### config.mk
export PLATFORM = sky130hd
export DESIGN_NAME = cond_logic_flat
export DESIGN_NICKNAME = d
export VERILOG_FILES = /design/src/rtl/cond_logic_pkg.sv /design/src/rtl/cond_logic_if.sv /design/src/rtl/cond_logic_cond_check.sv /design/src/rtl/cond_logic.sv /design/src/flat_wrapper.sv
export SDC_FILE = /design/constraint.sdc
export NUM_CORES = 1
export LEC_CHECK = 0
export CAP_MARGIN = 20
export CORE_AREA = 2 2 39 41
export DETAILED_ROUTE_END_ITERATION = 12
export DIE_AREA = 0 0 41 43
export GPL_TIMING_DRIVEN = 0
export MAX_ROUTING_LAYER = met4
export PLACE_DENSITY = 0.68
export SKIP_LAST_GASP = 1
export SLEW_MARGIN = 20
export SYNTH_ARGS = -nofsm -noshare
export SYNTH_HDL_FRONTEND = slang
export SYNTH_HIERARCHICAL = 1
export SYNTH_SLANG_ARGS = --single-unit
### constraint.sdc
create_clock -name clk -period 2.6 [get_ports clk]
set_input_delay 0.26 -clock clk [delete_from_list [all_inputs] [get_ports clk]]
set_output_delay 0.26 -clock clk [all_outputs]
set_load 0.02 [all_outputs]
### src/rtl/cond_logic_pkg.sv
// Shared condition-code, flag-index and FlagW constants.
// Used by the condition logic, the decoder and the ALU.
package cond_logic_pkg;

  typedef enum logic [3:0] {
    COND_EQ = 4'h0,
    COND_NE = 4'h1,
    COND_CS = 4'h2,
    COND_CC = 4'h3,
    COND_MI = 4'h4,
    COND_PL = 4'h5,
    COND_VS = 4'h6,
    COND_VC = 4'h7,
    COND_HI = 4'h8,
    COND_LS = 4'h9,
    COND_GE = 4'hA,
    COND_LT = 4'hB,
    COND_GT = 4'hC,
    COND_LE = 4'hD,
    COND_AL = 4'hE,
    COND_NV = 4'hF
  } cond_e;

  localparam int FLAG_N = 3;
  localparam int FLAG_Z = 2;
  localparam int FLAG_C = 1;
  localparam int FLAG_V = 0;

  localparam int FLAGW_NZ_BIT = 1;
  localparam int FLAGW_CV_BIT = 0;

  localparam logic [1:0] FLAGW_NONE = 2'b00;
  localparam logic [1:0] FLAGW_CV   = 2'b01;
  localparam logic [1:0] FLAGW_NZ   = 2'b10;
  localparam logic [1:0] FLAGW_ALL  = 2'b11;

endpackage

### src/rtl/cond_logic_if.sv
// Decoder <-> condition-logic bundle: condition field, ALU flags,
// raw enables in; gated enables, CondEx and NZCV register out.
interface cond_logic_if;

  logic [3:0] Cond;
  logic [3:0] ALUFlag;
  logic [1:0] FlagW;
  logic       PCS;
  logic       RegW;
  logic       MemW;
  logic       NoWrite;
  logic       CondLatch;
  logic       Stall;
  logic       PCSrc;
  logic       RegWrite;
  logic       MemWrite;
  logic       CondEx;
  logic [3:0] Flags;

  modport master (
    output Cond, ALUFlag, FlagW,
    output PCS, RegW, MemW, NoWrite,
    output CondLatch, Stall,
    input  PCSrc, RegWrite, MemWrite,
    input  CondEx, Flags
  );

  modport slave (
    input  Cond, ALUFlag, FlagW,
    input  PCS, RegW, MemW, NoWrite,
    input  CondLatch, Stall,
    output PCSrc, RegWrite, MemWrite,
    output CondEx, Flags
  );

endinterface

### src/rtl/cond_logic_cond_check.sv
// Pure combinational ARM condition evaluator.
// Ports: cond (Instr[31:28]), flags {N,Z,C,V}, cond_ex (passed).
module cond_check
  import cond_logic_pkg::*;
(
  input  logic [3:0] cond,
  input  logic [3:0] flags,
  output logic       cond_ex
);

  logic n, z, c, v, ge;

  always_comb begin
    n  = flags[FLAG_N];
    z  = flags[FLAG_Z];
    c  = flags[FLAG_C];
    v  = flags[FLAG_V];
    ge = (n == v);
    cond_ex = 1'b0;
    unique case (cond)
      COND_EQ: cond_ex = z;
      COND_NE: cond_ex = !z;
      COND_CS: cond_ex = c;
      COND_CC: cond_ex = !c;
      COND_MI: cond_ex = n;
      COND_PL: cond_ex = !n;
      COND_VS: cond_ex = v;
      COND_VC: cond_ex = !v;
      COND_HI: cond_ex = c & !z;
      COND_LS: cond_ex = !c | z;
      COND_GE: cond_ex = ge;
      COND_LT: cond_ex = !ge;
      COND_GT: cond_ex = !z & ge;
      COND_LE: cond_ex = z | !ge;
      COND_AL: cond_ex = 1'b1;
      default: cond_ex = 1'b0;
    endcase
  end

endmodule

### src/rtl/cond_logic.sv
// NZCV flag register plus condition gating of PC/reg/mem writes.
// Ports: clk, reset_n (async low), bus (cond_logic_if.slave).
module cond_logic
  import cond_logic_pkg::*;
#(
  parameter bit         MULTICYCLE = 1'b0,
  parameter logic [3:0] FLAG_RESET = 4'b0000
) (
  input  logic          clk,
  input  logic          reset_n,
  cond_logic_if.slave   bus
);

  logic [3:0] flags_q, flags_d;
  logic       cond_ex_r_q, cond_ex_r_d;
  logic       dec_ex;
  logic       cond_ex;
  logic       en;

  cond_check u_cond_check (
    .cond    (bus.Cond),
    .flags   (flags_q),
    .cond_ex (dec_ex)
  );

  // Reset gates CondEx so enables drop while reset_n is low,
  // even though the decode of the reset flags may pass.
  always_comb begin
    cond_ex = reset_n & (MULTICYCLE ? cond_ex_r_q : dec_ex);
    en      = cond_ex & ~bus.Stall;
  end

  always_comb begin
    cond_ex_r_d = cond_ex_r_q;
    if (MULTICYCLE && bus.CondLatch && !bus.Stall)
      cond_ex_r_d = dec_ex;
  end

  always_comb begin
    flags_d = flags_q;
    if (en) begin
      if (bus.FlagW[FLAGW_NZ_BIT])
        flags_d[3:2] = bus.ALUFlag[3:2];
      if (bus.FlagW[FLAGW_CV_BIT])
        flags_d[1:0] = bus.ALUFlag[1:0];
    end
  end

  always_ff @(posedge clk or negedge reset_n) begin
    if (!reset_n) begin
      flags_q     <= FLAG_RESET;
      cond_ex_r_q <= 1'b0;
    end else begin
      flags_q     <= flags_d;
      cond_ex_r_q <= cond_ex_r_d;
    end
  end

  assign bus.PCSrc    = bus.PCS & en;
  assign bus.RegWrite = bus.RegW & en & ~bus.NoWrite;
  assign bus.MemWrite = bus.MemW & en;
  assign bus.CondEx   = cond_ex;
  assign bus.Flags    = flags_q;

endmodule

### src/flat_wrapper.sv
// flat-port wrapper written by rule: the top's interface ports become plain ports
module cond_logic_flat import cond_logic_pkg::*;
#(
  parameter bit         MULTICYCLE = 1'b0,
  parameter logic [3:0] FLAG_RESET = 4'b0000
)
  (clk, reset_n, bus_Cond, bus_ALUFlag, bus_FlagW, bus_PCS, bus_RegW, bus_MemW, bus_NoWrite, bus_CondLatch, bus_Stall, bus_PCSrc, bus_RegWrite, bus_MemWrite, bus_CondEx, bus_Flags);
  cond_logic_if bus_i ();
  input  logic clk;
  input  logic reset_n;
  input wire logic [$bits(bus_i.Cond)-1:0] bus_Cond;
  input wire logic [$bits(bus_i.ALUFlag)-1:0] bus_ALUFlag;
  input wire logic [$bits(bus_i.FlagW)-1:0] bus_FlagW;
  input wire logic [$bits(bus_i.PCS)-1:0] bus_PCS;
  input wire logic [$bits(bus_i.RegW)-1:0] bus_RegW;
  input wire logic [$bits(bus_i.MemW)-1:0] bus_MemW;
  input wire logic [$bits(bus_i.NoWrite)-1:0] bus_NoWrite;
  input wire logic [$bits(bus_i.CondLatch)-1:0] bus_CondLatch;
  input wire logic [$bits(bus_i.Stall)-1:0] bus_Stall;
  output wire logic [$bits(bus_i.PCSrc)-1:0] bus_PCSrc;
  output wire logic [$bits(bus_i.RegWrite)-1:0] bus_RegWrite;
  output wire logic [$bits(bus_i.MemWrite)-1:0] bus_MemWrite;
  output wire logic [$bits(bus_i.CondEx)-1:0] bus_CondEx;
  output wire logic [$bits(bus_i.Flags)-1:0] bus_Flags;
  assign bus_i.Cond = bus_Cond;
  assign bus_i.ALUFlag = bus_ALUFlag;
  assign bus_i.FlagW = bus_FlagW;
  assign bus_i.PCS = bus_PCS;
  assign bus_i.RegW = bus_RegW;
  assign bus_i.MemW = bus_MemW;
  assign bus_i.NoWrite = bus_NoWrite;
  assign bus_i.CondLatch = bus_CondLatch;
  assign bus_i.Stall = bus_Stall;
  assign bus_PCSrc = bus_i.PCSrc;
  assign bus_RegWrite = bus_i.RegWrite;
  assign bus_MemWrite = bus_i.MemWrite;
  assign bus_CondEx = bus_i.CondEx;
  assign bus_Flags = bus_i.Flags;
  cond_logic #(.MULTICYCLE(MULTICYCLE), .FLAG_RESET(FLAG_RESET)) u_core (.clk(clk), .reset_n(reset_n), .bus(bus_i));
endmodule
* Word-level counts from Yosys, hierarchy flattened *
Cells that the tools add are included.

storage, ports and cells
  flip-flop bits (word level) = 4
  bits in latches = 0
  memory bits (writable) = 0
  bits in read-only memories = 0
  input port bits = 18
  memories kept = 0

operators by class
  add/subtract/negate cells = 0
  multiply operators = 0
  divide/modulo/power cells = 0
  order comparisons = 0
  equality and inequality tests = 15
  shift operators = 0
  multiplexer cells = 1
  bitwise operators = 12
  reduce and logical (&&, ||, !) cells = 8

operator list
  kind                number
  $eq 4x4->1 const B  7
  $eq 4x3->1 const B  4
  $pmux 1 s15         1
  $and 1x1->1         8
  $eq 4x2->1 const B  2
  $logic_not 1->1     5
  $eq 4x1->1 const B  1
  $logic_not 4->1     1
  $reduce_and 2->1    2
  $not 1->1           2
  $or 1x1->1          2
  $eq 1x1->1          1

* Logic depth before layout (Yosys ltp) *
Gate-level depths: netlist (run 1).

  word-level depth = 8
  gate-level depth with buffers = 7
  mapped depth without buffers = 6

* Cells and area by module *
The synthesis (run 1) kept the hierarchy.

modules (own cells, without submodules)
  module      times used  cells an instance  area each (sq um)  sequential area each (sq um)
  cond_check  1           28                 193.9              0.0
  cond_logic  1           15                 193.9              100.1

* Worst setup path after synthesis (run 1) *
Ideal clock, no wire load.

  kind = reg2out
  start point = register u_core.flags_q[3], in the netlist u_core/bus.Flags[3]
  end point = output bus_RegWrite
  arrival = 2.055 ns
  setup slack = 0.285 ns
  stages on the path, launching flop included = 7
  path buffers = 0
  cells stage by stage = dfrtp_1 > xnor2_2 > a221oi_1 > a211o_1 > a211o_1 > nand2_1 > nor4b_1

on the way
  cells in the longest elaborated chain, start to end = 8
  elaborated cells on any way between the ends = 10

RTL lines
  element                       RTL line                                                  text
  from (decl)                   cond_logic.sv:14                                          logic [3:0] flags_q, flags_d;
  from (signal assigned)        cond_logic.sv:54                                          flags_q <= flags_d;
  $eq 1x1->1                    cond_logic_cond_check.sv:18                               ge = (n == v);
  $logic_not 1->1               cond_logic_cond_check.sv:32, cond_logic_cond_check.sv:34
  $or 1x1->1                    cond_logic_cond_check.sv:34                               COND_LE: cond_ex = z | !ge;
  $pmux 1 s15 (*)               cond_logic_cond_check.sv:20                               unique case (cond)
  via u_core.dec_ex             cond_logic.sv:16                                          logic dec_ex;
  $and 1x1->1 (*)               cond_logic.sv:29                                          cond_ex = reset_n & (MULTICYCLE ? cond_ex_r_q : dec_ex);
  $and 1x1->1 (*)               cond_logic.sv:30                                          en = cond_ex & ~bus.Stall;
  $and 1x1->1 (*) (2 in a row)  cond_logic.sv:60                                          assign bus.RegWrite = bus.RegW & en & ~bus.NoWrite;
  to (decl)                     flat_wrapper.sv:21                                        output wire logic [$bits(bus_i.RegWrite)-1:0] bus_RegWrite;

The timed path passes the listed nets; every way through them passes the cells marked *.

* Worst setup path after layout (run 1) *
  start point = register u_core.flags_q[3], in the netlist u_core/bus.Flags[3]
  end point = output bus_PCSrc

on the way
  cells in the longest elaborated chain, start to end = 7
  elaborated cells on any way between the ends = 9

RTL lines
  element            RTL line                                                  text
  $eq 1x1->1         cond_logic_cond_check.sv:18
  $logic_not 1->1    cond_logic_cond_check.sv:32, cond_logic_cond_check.sv:34
  $or 1x1->1         cond_logic_cond_check.sv:34
  $pmux 1 s15 (*)    cond_logic_cond_check.sv:20
  via u_core.dec_ex  cond_logic.sv:16
  $and 1x1->1 (*)    cond_logic.sv:29
  $and 1x1->1 (*)    cond_logic.sv:30
  $and 1x1->1 (*)    cond_logic.sv:59                                          assign bus.PCSrc = bus.PCS & en;
  to (decl)          flat_wrapper.sv:20                                        output wire logic [$bits(bus_i.PCSrc)-1:0] bus_PCSrc;

Marked as above.

==> impl_metrics.toml, run 1 <==
[cts]
htree_levels = 1
clockRootBuffer = "clkbuf_4"
clockBufferDepth = 2
cts_hold_buf = 0
clkTransAtPathRegs_ns = 0.04
post_cts_buffers = 0
clkLatencyLatePin_ns = 0.24
cts_sinks = 4
cts_tree = "built"
numCtsBuffers = 3

[timing]
slew_violations = 0
hold_violations = 0
worstMarginPinSlew_ns = 0.287
fin_crit_sh_pct = 92.8
whs_ns = 0.264
rsz0062_at_grt = "no"
finalSetupViolCount = 0
maxSlewHeadroom_pct = 80.6
period_needed_ns = 2.41
fmax_mhz = 415
setup-tns-final_ns = 0
clock_skew_ns = 0.00673

[route]
drt_iter0_drc = 6
route.detailed.drc = 0
vias = 423
vias_per_cell = 5.04
ant_nets = 0
firstDrtPassIters = 4
wl_per_cell_um = 10.9
routed_wl_um = 919

[floorplanning]
num_rows = 14
start_util_pct = 28.0
io_pins = 26
dieArea_sq_um = 1760
die_h_um = 43
die_x_um = 41
core-area_sq_um = 1380

[synthesis]
synth_seq_cells = 4
synth.distinct_cells = 25
seq_area_frac_synth_pct = 25.8
yosysWarnings = 6
syn_nets = 61
syn_area_sq_um = 388
syn_inst = 43
syn_avg_cell_area_sq_um = 9.02

[global_routing]
grt_pass1_wl_um = 1500
grt.total_usage_pct = 13.1
grt_pass1_vias = 378
busiest_layer = "met2"
gr-total-overflow = 0
use_met2_pct = 19.1
grt_max_degree = 10
gr-usage-met3_pct = 3.14
antenna_found_initial = 0
met1_usage_pct = 14.7

[critical_path]
cp.required_ns = 2.34
path_max_fanout = 7
path_common_cell = "a211o_1"
slowest_delay_ns = 0.46
crit_path_end_kind = "output pin"
path_delay_family = "compound AO/OA/AOI/OAI gates"
critPathSlowestCell = "dfrtp_1"
start_kind = "flop"
crit_chain = "xnor2_2 -> o22ai_1 -> a211o_1 -> a211o_1 -> nand2_1 -> nor3b_1 -> dlygate4sd2_1"
cp_num_buf_inv = 1
crit_type = "flop to output pin"
cp.arrival_ns = 2.15

[final_layout]
area_growth_syn_to_layout_pct = 65.2
fillers = 127
drive_gt1_share_pct = 10.3
final_nets = 88
num_antenna_cells = 0
largest_reg_flops = 4

[power_and_ir_drop]
comb_power_share_pct = 52.9
power_per_cell_area_nw_per_um2 = 677
power_frac_clock_pct = 17.7
power.internal_w = 0.000268
power_frac_seq_pct = 29.4
p_leak_nw = 0.269
power.switching_w = 0.000166
switching_share_pct = 38.3
max-vdd-ir-drop_uv = 451

[place]
io_buffers = 22
place_hpwl_um = 766
place.gp.congestion = 0.704

[min_path]
hold_path_class = "input port to asynchronous set/reset pin"

[run]
drv_cap = 0

[run_status]
outcome = "completed"
==> path summary, 6_finish.rpt <==
check | endpoint | start | slack [ns] | depth (start not counted)
worst max-delay path | bus_PCSrc | u_core/bus.Flags[3] | 0.19 | 7
max in group asynchronous | u_core/bus.Flags[2] | reset_n | 2.12 | 1
worst max register to register | u_core/bus.Flags[2] | u_core/bus.Flags[3] | 0.58 | 6
min in group clk | u_core/bus.Flags[1] | u_core/bus.Flags[1] | 0.56 | 1
worst min register to register | u_core/bus.Flags[1] | u_core/bus.Flags[1] | 0.56 | 1
worst min-delay path | u_core/bus.Flags[0] | reset_n | 0.26 | 1
==> layer usage <==
layer / part of all wire (%) / vias to the layer above
met1: 41 / 194
met5: 0 / -
met2: 53 / 13
li1: - / 216
met3: 5.1 / 0
met4: 0 / 0
==> power groups by stage <==
stage	Clock (W)	Sequential [W]	Combinational, W
floorplan	0	0.000152	0.000109
global placement	0	0.000129	0.000233
detailed placement	0	0.000129	0.000234
CTS	0.0000798	0.000129	0.000231
global route	0.0000864	0.000134	0.000249
finish	0.0000766	0.000128	0.000229
==> through the flow <==
step / setup slack (ns) / area, sq um / power (W) / std cells / utilization, %
6_report: 0.188 / 641 / 0.000434 / 84 / 46.3
5_1_grt: 0.0214 / 641 / 0.000470 / 84 / 46.3
4_1_cts: 0.0831 / 644 / 0.000440 / 84 / 46.6
3_5_place_dp: -0.404 / 628 / 0.000362 / 81 / 45.4
3_3_place_gp: -0.322 / 628 / 0.000362 / 81 / 45.4
2_1_floorplan: 0.285 / 388 / 0.000261 / 43 / -
==> kinds of logic (layout without fill, tap and decap cells) <==
kind of cell    after synthesis  after routing  share of synthesized area, %
mux                           5              5                          15.5
compound gates               11             11                          20.0
flops                         4              4                          25.8
simple gates                 18             18                          29.0
xor+xnor                      2              2                          6.45
buf+inv                       3             28                          3.22
==> Yosys cell counts <==
library cell  n  share of area (%)
a211o_1       2                4.5
a21oi_1       3                3.9
a221oi_1      1                2.3
a22oi_1       1                1.9
and3b_1       1                2.3
buf_2         1                1.3
clkbuf_1      1               0.97
dfrtp_1       4                 26
inv_1         1               0.97
mux2_1        4                 12
mux2_4        1                3.9
nand2_1       3                2.9
nand2b_1      2                3.2
nand4b_1      2                4.5
nor2_1        2                1.9
nor2b_1       1                1.6
nor3_1        2                2.6
nor3b_1       3                5.8
nor4b_1       1                2.3
o211ai_1      2                3.9
o22ai_1       1                1.6
o31ai_1       1                1.9
or2b_1        1                1.9
xnor2_2       1                4.2
xor2_1        1                2.3
==> cells in the final DEF, fill, tap and decap left out <==
master            n
xor2_1            1
clkbuf_2          1
nor3b_1           3
clkbuf_4          3
clkbuf_1          1
nand2_1           3
dfrtp_1           4
buf_2             1
and3b_1           1
clkdlybuf4s50_1  17
nor2b_1           1
a21oi_1           3
xnor2_2           1
o31ai_1           1
mux2_1            4
or2b_1            1
a22oi_1           1
mux2_4            1
nand2b_1          2
o22ai_1           1
a211o_1           2
inv_1             1
nor4b_1           1
dlygate4sd2_1     4
a221oi_1          1
nand4b_1          2
o211ai_1          2
nor3_1            2
nor2_1            2
==> timing repair <==
action,in CTS,in global routing
resized for setup,5,3
endpoints found under the hold margin,0,0
setup endpoints to repair,4,1
pin swaps,0,0
==> cell type report <==
| type | instances | area (sq um) | area share, % |
|---|---|---|---|
| Buffer | 2 | 8.76 | 1.37 |
| Clock buffer | 3 | 22.5 | 3.52 |
| Inverter | 1 | 3.75 | 0.586 |
| Multi-Input combinational cell | 36 | 275 | 43.0 |
| Sequential cell | 4 | 100 | 15.6 |
| Tap cell | 16 | 20.0 | 3.13 |
| Timing Repair Buffer | 22 | 210 | 32.8 |
Note: power is estimated with default switching activity, not from simulation.
==> run 2: changes to the inputs <==
Settings changed: PLACE_DENSITY 0.68 to 0.7.
Clock period 2.6 ns to 2.1 ns, I/O delays scaled along.
==> impl_metrics.toml, run 2 (synthesis results as in run 1) <==
[timing]
fin_crit_sh_pct = 100
fmax_mhz = 474
slew_violations = 0
rsz0062_at_grt = "yes"
clock_skew_ns = 0.00182
period_needed_ns = 2.11
worstMarginPinSlew_ns = 0.358
hold_violations = 0
whs_ns = 0.258
setup_slack_ns = -0.0102
finalSetupViolCount = 5
maxSlewHeadroom_pct = 76.1

[place]
io_buffers = 22
place_hpwl_um = 796
place.gp.congestion = 0.694
dp.cells = 81

[final_layout]
num_antenna_cells = 0
final_common_cell = "clkdlybuf4s50_1"
area_growth_syn_to_layout_pct = 94.2
final_nets = 92
fillers = 130
stdcell_count = 88
largest_reg_flops = 4
drive_gt1_share_pct = 38.9
layout_common_cells = "16 x clkdlybuf4s50_1, 5 x buf_4, 5 x mux2_4"

[route]
ant_nets = 0
drt_iter0_drc = 5
firstDrtPassIters = 3
route.detailed.drc = 0
vias_per_cell = 5.19
vias = 457
wl_per_cell_um = 13.3
routed_wl_um = 1170

[cts]
htree_levels = 1
clockRootBuffer = "clkbuf_4"
cts_tree = "built"
clkLatencyLatePin_ns = 0.23
clockBufferDepth = 2
cts_hold_buf = 0
numCtsBuffers = 3
clkTransAtPathRegs_ns = 0.04
cts_sinks = 4

[critical_path]
cp.arrival_ns = 1.90
path_max_fanout = 4
crit_type = "flop to output pin"
crit_path_end_kind = "output pin"
cp.required_ns = 1.89
start_kind = "flop"

[global_routing]
grt_max_degree = 10
gr-total-overflow = 0
antenna_found_initial = 0
grt_pass1_vias = 480
grt_pass1_wl_um = 1790
grt.total_usage_pct = 14.7

[power_and_ir_drop]
max-vdd-ir-drop_uv = 506
power_per_cell_area_nw_per_um2 = 892
p_leak_nw = 0.333
power.total_w = 0.000672

[min_path]
hold_path_class = "input port to asynchronous set/reset pin"

[floorplanning]
io_pins = 26
num_rows = 14
start_util_pct = 28.0
dieArea_sq_um = 1760
die_h_um = 43
core-area_sq_um = 1380
die_x_um = 41

[run]
drv_cap = 0

[run_status]
outcome = "finished, violations left"
violations = "setup timing"
[run 2: cell count changes in the layout (fill, tap and decap cells not counted), sizes merged]
cell and delta:
buf +8, dlygate4sd2 -4, clkbuf -1, clkdlybuf4s15 +1
clkdlybuf4s50 -1, dlymetal6s2s +1
[run 2: what timing repair did]
| action | CTS | global route |
|---|---|---|
| pin swaps | 4 | 6 |
| setup endpoints to repair | 8 | 8 |
| setup buffers | 4 | 0 |
| gates resized for setup | 24 | 17 |
[run 2: path summary, 6_finish.rpt]
check	start	to	slack [ns]	cells after the start
max	u_core/bus.Flags[3]	bus_MemWrite	-0.01	7
min	reset_n	u_core/bus.Flags[0]	0.26	1
max reg2reg	u_core/bus.Flags[3]	u_core/bus.Flags[3]	-0.01	7
min reg2reg	u_core/bus.Flags[1]	u_core/bus.Flags[1]	0.57	1
max in group asynchronous	reset_n	u_core/bus.Flags[3]	1.57	1
min in group clk	u_core/bus.Flags[1]	u_core/bus.Flags[1]	0.57	1
[run 2: per-stage QoR]
stage               setup TNS [ns]  util, %  setup slack, ns  instance area (sq um)
floorplan                        0        -           0.0320                    394
global placement             -3.45     45.8           -0.658                    634
detailed placement           -3.72     45.8           -0.733                    634
CTS                        -0.0382     48.9          -0.0148                    677
global route                -0.689     54.4           -0.110                    753
finish                     -0.0408     54.4          -0.0102                    753
[run 2: layer usage]
layer  vias to the layer above  GRT usage, %  part of all wire, %
li1                        224             -                    -
met1                       218          16.6                   41
met2                        15          25.6                   54
met3                         0          2.09                  4.7
met4                         0          3.33                    0
met5                         -             -                    0
[run 2: critical path: stages (launching register included)]
cell      delay, ns
dfrtp_2        0.45
mux2_4         0.28
a21oi_2        0.13
o211ai_1       0.12
a211o_1        0.36
nand2_4        0.11
nor3b_2        0.06
buf_2          0.16
[run 2: area by class of cell]
cell class                 count  area (sq um)  area share (%)
inverter                       1          3.75           0.498
timing repair buffer          26           241            32.1
sequential                     4           103            13.6
clock buffer                   3          22.5            2.99
multi-input combinational     36           354            47.0
buffer                         2          8.76            1.16
tap                           16          20.0            2.66
[run 2: power by group]
group / internal [W] / switching [W]
Combinational: 0.000243 / 0.000180
Clock: 0.0000638 / 0.0000288
Sequential: 0.000111 / 0.0000457
